--- config.mk ---
export PLATFORM = sky130hd
export DESIGN_NAME = sha256core_in_arb
export DESIGN_NICKNAME = d
export VERILOG_FILES = /design/src/rtl/sha256core_in_arb.sv
export SDC_FILE = /design/constraint.sdc
export NUM_CORES = 1
export LEC_CHECK = 0
export ABC_AREA = 1
export CAP_MARGIN = 20
export CORE_ASPECT_RATIO = 0.5
export CORE_MARGIN = 1.5
export CORE_UTILIZATION = 38
export DETAILED_ROUTE_END_ITERATION = 12
export PLACE_DENSITY = 0.79
export SYNTH_ARGS = -nofsm -noshare
export SYNTH_HDL_FRONTEND = slang
export SYNTH_SLANG_ARGS = --single-unit
--- constraint.sdc ---
create_clock -name CLK -period 1.4 [get_ports CLK]
set_input_delay 0.21 -clock CLK [delete_from_list [all_inputs] [get_ports CLK]]
set_output_delay 0.21 -clock CLK [all_outputs]
set_load 0.05 [all_outputs]
--- src/rtl/sha256core_in_arb.sv ---
// Two-requester round-robin arbiter that moves one 16-word block at a time
// from a show-ahead FIFO into the SHA-256 core input buffer.
module sha256core_in_arb #(
    parameter int BLK_OP_W = 8
) (
    input  logic                CLK,
    input  logic                RST_N,
    input  logic                req0,
    input  logic                req1,
    input  logic [31:0]         din0,
    input  logic [31:0]         din1,
    input  logic [BLK_OP_W-1:0] blk_op0,
    input  logic [BLK_OP_W-1:0] blk_op1,
    output logic                rd0,
    output logic                rd1,
    input  logic                core_ready,
    output logic                wr_en,
    output logic [3:0]          wr_addr,
    output logic [31:0]         dout,
    output logic [BLK_OP_W-1:0] blk_op,
    output logic                input_seq,
    output logic                set_input_ready,
    output logic                idle
);

    typedef enum logic [1:0] {IDLE, XFER, HOLD} state_t;

    state_t     state, state_nxt;
    logic [3:0] word_cnt;
    logic       hold_cnt;
    logic       last_grant;
    logic       grant_sel;
    logic       start;

    // Round-robin only matters under contention; a lone request always wins.
    always_comb begin
        grant_sel = (req0 && req1) ? ~last_grant : req1;
        start     = (state == IDLE) && core_ready && (req0 || req1);
    end

    always_comb begin
        state_nxt = state;
        rd0       = 1'b0;
        rd1       = 1'b0;
        idle      = 1'b0;
        case (state)
            IDLE: begin
                idle = 1'b1;
                if (start)
                    state_nxt = XFER;
            end
            XFER: begin
                rd0 = ~input_seq;
                rd1 = input_seq;
                if (word_cnt == 4'd15)
                    state_nxt = HOLD;
            end
            HOLD: begin
                if (hold_cnt)
                    state_nxt = IDLE;
            end
            default: state_nxt = IDLE;
        endcase
    end

    always_ff @(posedge CLK or negedge RST_N) begin
        if (!RST_N) begin
            state      <= IDLE;
            word_cnt   <= 4'd0;
            hold_cnt   <= 1'b0;
            last_grant <= 1'b1;
            blk_op     <= '0;
            input_seq  <= 1'b0;
        end else begin
            state    <= state_nxt;
            word_cnt <= (state == XFER) ? word_cnt + 4'd1 : 4'd0;
            hold_cnt <= (state == HOLD);
            if (start) begin
                last_grant <= grant_sel;
                input_seq  <= grant_sel;
                blk_op     <= grant_sel ? blk_op1 : blk_op0;
            end
        end
    end

    // The popped word and its address land on the core one cycle after the pop.
    always_ff @(posedge CLK or negedge RST_N) begin
        if (!RST_N) begin
            wr_en           <= 1'b0;
            wr_addr         <= 4'd0;
            dout            <= 32'd0;
            set_input_ready <= 1'b0;
        end else begin
            wr_en           <= (state == XFER);
            set_input_ready <= (state == XFER) && (word_cnt == 4'd15);
            if (state == XFER) begin
                wr_addr <= word_cnt;
                dout    <= input_seq ? din1 : din0;
            end
        end
    end

endmodule

Word level (Yosys, flattened, before mapping):

Cells that the tools add are included.

* logic and storage cells: 37
* register bits: 55
* output and inout bits: 50
* bits of input ports: 85

* add/subtract/negate cells: 1
* reduce and logical (&&, ||, !) cells: 7
* mux-type cells: 11
* eq/ne operators: 6
* bitwise gates (word level): 2

Operators with widths (count)
* 2-to-1 mux 32 bit: 1
* 2-to-1 mux 8 bit: 1
* 2-to-1 mux 2 bit: 3
* != test 2 bit (second input constant): 3
* case mux 2 bit (3 select lines): 1
* adder 4 x 1 -> 4 bit (second input constant): 1
* == test 4 bit (second input constant): 1
* logical AND 1 bit: 4
* 2-to-1 mux 1 bit: 4
* 2-to-1 mux 4 bit: 1
* AND reduction 3 bit: 1
* == test 2 x 1 -> 1 bit (second input constant): 1
* == test 2 bit (second input constant): 1
* logical NOT 2 bit: 1
* inverter 1 bit: 2
* logical OR 1 bit: 1

Depth between registers and ports, before layout:

Gate-level depths: netlist of the first run.

* word-level depth: 5
* gate-level depth with buffers: 7
* gate-level depth less buffers: 6

Worst setup path after synthesis of the first run:

Ideal clock, no wire load.

* path kind: flip-flop to flip-flop
* start point: register state[0]
* end point: register blk_op[0]
* path slack: -413 ps
* path buffers: 1
* library setup time: 118 ps
* data arrival time: 1695 ps
* clock period less this slack: 1813 ps
* cell stages (with the launch flop): 6
* data required time: 1282 ps
* cell sequence: dfrtp_1 nor2_1 nand3_1 buf_4 nand2_1 nand2_1

* word-level cells in the longest chain between the ends: 3

RTL lines
* start: declaration: RTL line 28 `state_t state, state_nxt;`
* start signal: assignment: RTL line 75 `state <= state_nxt;`
* logical NOT 2 bit: RTL line 38 `start = (state == IDLE) && core_ready && (req0 || req1);`
* logical AND 1 bit (2 in a row): RTL line 38
* end signal: assignment: RTL line 81 `blk_op <= grant_sel ? blk_op1 : blk_op0;`
* end: declaration: RTL line 20 `output logic [BLK_OP_W-1:0] blk_op,`

Every way passes these cells.
A chain may end at the register's enable or synchronous reset.

Worst setup path in the final report of the first run:

* start point: register state[0]
* end point: output idle

* word-level cells in the longest chain between the ends: 2

RTL lines
* logical NOT 2 bit: RTL line 46 `case (state)`
* 2-to-1 mux 1 bit: RTL line 46
* end: declaration: RTL line 23 `output logic idle`

Every way passes these cells.

==> flow_summary.yaml, run 1 <==
hold_path:
  hp-class: "primary input to asynchronous set/reset pin"
global_routing:
  antenna_found_initial: 0
  grt_pass1_wl_um: 12000
  grt_max_degree: 42
  grt_remaining_overflow: 0
  grt_pass1_vias: 2502
  track_usage_pct: 23.0
setup_path:
  crit_required_ns: 1.19
  critical_path_class: "flop to primary output"
  end_kind: "primary output"
  crit_fanout: 3
  startpoint_type: "flop"
  arrival_ns: 1.17
floorplanning:
  coreArea_um2: 6110
  die_w_um: 116
  ioPinCount: 135
  die_area_um2: 6870
  initial_utilization_pct: 39.5
  num_rows: 20
  die_y_um: 59.4
pwr:
  p_sw_mw: 5.87
  power.density_nw_per_um2: 2810
  pwr-share-seq_pct: 24.3
  combPwrFrac_pct: 63.4
  pwr-share-clk_pct: 12.2
  peakVddDrop_uv: 1160
  p_int_mw: 7.24
  swShare_pct: 44.8
  leakagePower_nw: 2.22
synth:
  synth_simple_gate_area_share_pct: 36.0
  synth_fp_nets: 381
  synth-compound-area-share_pct: 1.24
  muxShareOfSynthArea_pct: 0
  syn_inst: 295
  synthAdderAreaFrac_pct: 0.518
  synth_top_family_by_area: "simple AND/OR/NAND/NOR gates"
  synth_area_um2: 2410
  yosys_warnings: 0
  yosys_register_bits: 55
  ys_types: 15
  synth_xor_xnor_area_share_pct: 0
  seq_area_frac_synth_pct: 57.0
  synth_area_per_cell_um2: 8.19
cts:
  cts_tree: "built"
  numCtsBuffers: 5
  cts.sinks: 55
  clk_path_buf_depth: 2
  cts_max_level: 2
  cts-root-buf: "clkbuf_16"
  clock_latency_ns: 0.29
  clk_pin_slew_ns: 0.07
timing:
  max_freq_mhz: 723
  setup_slack_ns: 0.0166
  worst_slew_pin_slew_ns: 0.363
  final_max_slew_viol_count: 0
  skew_ns: 0.00452
  fin_crit_sh_pct: 98.8
  min_period_ns: 1.38
  totalNegativeSetupSlack_ns: 0
  rsz0062_at_grt: "yes"
  setup_viol: 0
  hold_violations: 0
  maxSlewHeadroom_pct: 75.8
  hold_slack_ns: 0.358
cells_and_area:
  fin_cells: 530
  diodes: 0
  syn_to_final_growth_pct: 93.5
  finalNetCount: 527
  postLayoutCellArea_um2: 4670
  final_common_cell: "nand2_1"
  mostFrequentLayoutCells: "154 x nand2_1, 83 x clkdlybuf4s50_1, 54 x buf_12"
  drive_above_1_share_pct: 19.2
placement:
  gp_congestion: 0.818
  port_buffers: 134
  placed_area_um2: 4430
  hpwl_um: 5420
  dp_slack_ns: 0.0497
  dp.cells: 517
job:
  cap_violations: 0
drt:
  viasPerCell: 4.74
  first_pass_iters: 4
  drc: 0
  drt_iter0_drc: 156
  wirelength_um: 7660
  vias: 2512
  antenna_left: 0
  drt-wirelength-per-cell_um: 14.5
run_status:
  status: "finished clean"
layout make-up:
cell class              instances  area, um2
clock buffers                   5        125
flip-flops and latches         55       1380
multi-input cells             216        925
well taps                      88        110
inverters                      12       45.0
clock inverters                 3       67.6
fillers                       385       1430
repair buffers                151       2020
critical path: stages (launching register included):
cell and delay [ns]:
dfrtp_1 0.44, buf_6 0.15, nor2_4 0.14, buf_12 0.16
Yosys cell counts:
cell,instances,area (um2)
buf_4,8,60.1
nor2_4,3,33.8
o22ai_1,1,6.26
buf_2,4,20.0
nor2_1,8,30.0
ha_1,1,12.5
inv_1,12,45.0
dfrtp_1,54,1350
nand2_1,154,578
o21ai_2,1,8.76
nand2_2,2,12.5
nor3_1,1,5.00
nand3_1,42,210
dfstp_2,1,26.3
o21ai_0,3,15.0
power by group through the flow:
stage          sequential (mW)  clock [mW]  combinational, mW
6_report                  3.19        1.60               8.32
5_1_grt                   3.27        1.72               8.73
4_1_cts                   3.18        1.63               8.35
3_5_place_dp              3.21           0               8.19
3_3_place_gp              3.17           0               8.10
2_1_floorplan             5.12           0               1.89
final timing paths:
path / startpoint / end / slack [ns] / cells after the start
worst max-delay path: state[0]$_DFFE_PN0P_ / idle / 0.02 / 3
worst min-delay path: RST_N / wr_en$_DFF_PN0_ / 0.36 / 2
worst max register to register: state[1]$_DFFE_PN0P_ / dout[11]$_DFFE_PN0P_ / 0.08 / 7
worst min register to register: hold_cnt$_DFF_PN0_ / state[1]$_DFFE_PN0P_ / 0.46 / 1
max in group asynchronous: RST_N / dout[3]$_DFFE_PN0P_ / 0.49 / 3
min in group CLK: hold_cnt$_DFF_PN0_ / state[1]$_DFFE_PN0P_ / 0.46 / 1
kinds of logic after synthesis:
| kind of cell | count (synthesis) |
|---|---|
| fa+ha+maj | 1 |
| flops | 55 |
| buf+inv | 24 |
| compound gates | 5 |
| simple gates | 210 |
routing by layer:
layer  global-route usage [%]  routed length (um)
met4                     6.10                  92
met3                     3.58                 243
met1                     27.9                3200
met5                        0                   0
met2                     43.4                4130
what timing repair did:
item	4_1_cts	5_1_grt
hold buffers	1	0
buffers inserted	4	0
setup endpoints to repair	2	3
hold endpoints to repair	13	0
gates resized for setup	2	1
pin swaps	2	3
sequential cells by signal (all words and copies together), names as in the netlist:
register and cells:
wr_en 1, wr_addr 4, hold_cnt 1, word_cnt 4, blk_op 8, state 2
input_seq 1, dout 32, set_input_ready 1, last_grant 1
through the flow:
step / power, mW / util, %
after floorplan: 7.02 / -
after global placement: 11.3 / 72.6
after detailed placement: 11.4 / 72.6
after CTS: 13.2 / 76.5
after global routing: 13.7 / 76.5
final: 13.1 / 76.5
Note: power is estimated with default switching activity, not from simulation.
==> run 2: changes to the inputs <==
--- a/config.mk
+++ b/config.mk
@@ -10,6 +10,8 @@
 export CORE_ASPECT_RATIO = 0.5
 export CORE_MARGIN = 1.5
 export CORE_UTILIZATION = 38
+export CTS_CLUSTER_DIAMETER = 60
+export CTS_CLUSTER_SIZE = 8
 export DETAILED_ROUTE_END_ITERATION = 12
 export PLACE_DENSITY = 0.79
 export SYNTH_ARGS = -nofsm -noshare
==> results of run 2 <==
No change in the layout: final DEF, timing and power equal those of run 1.
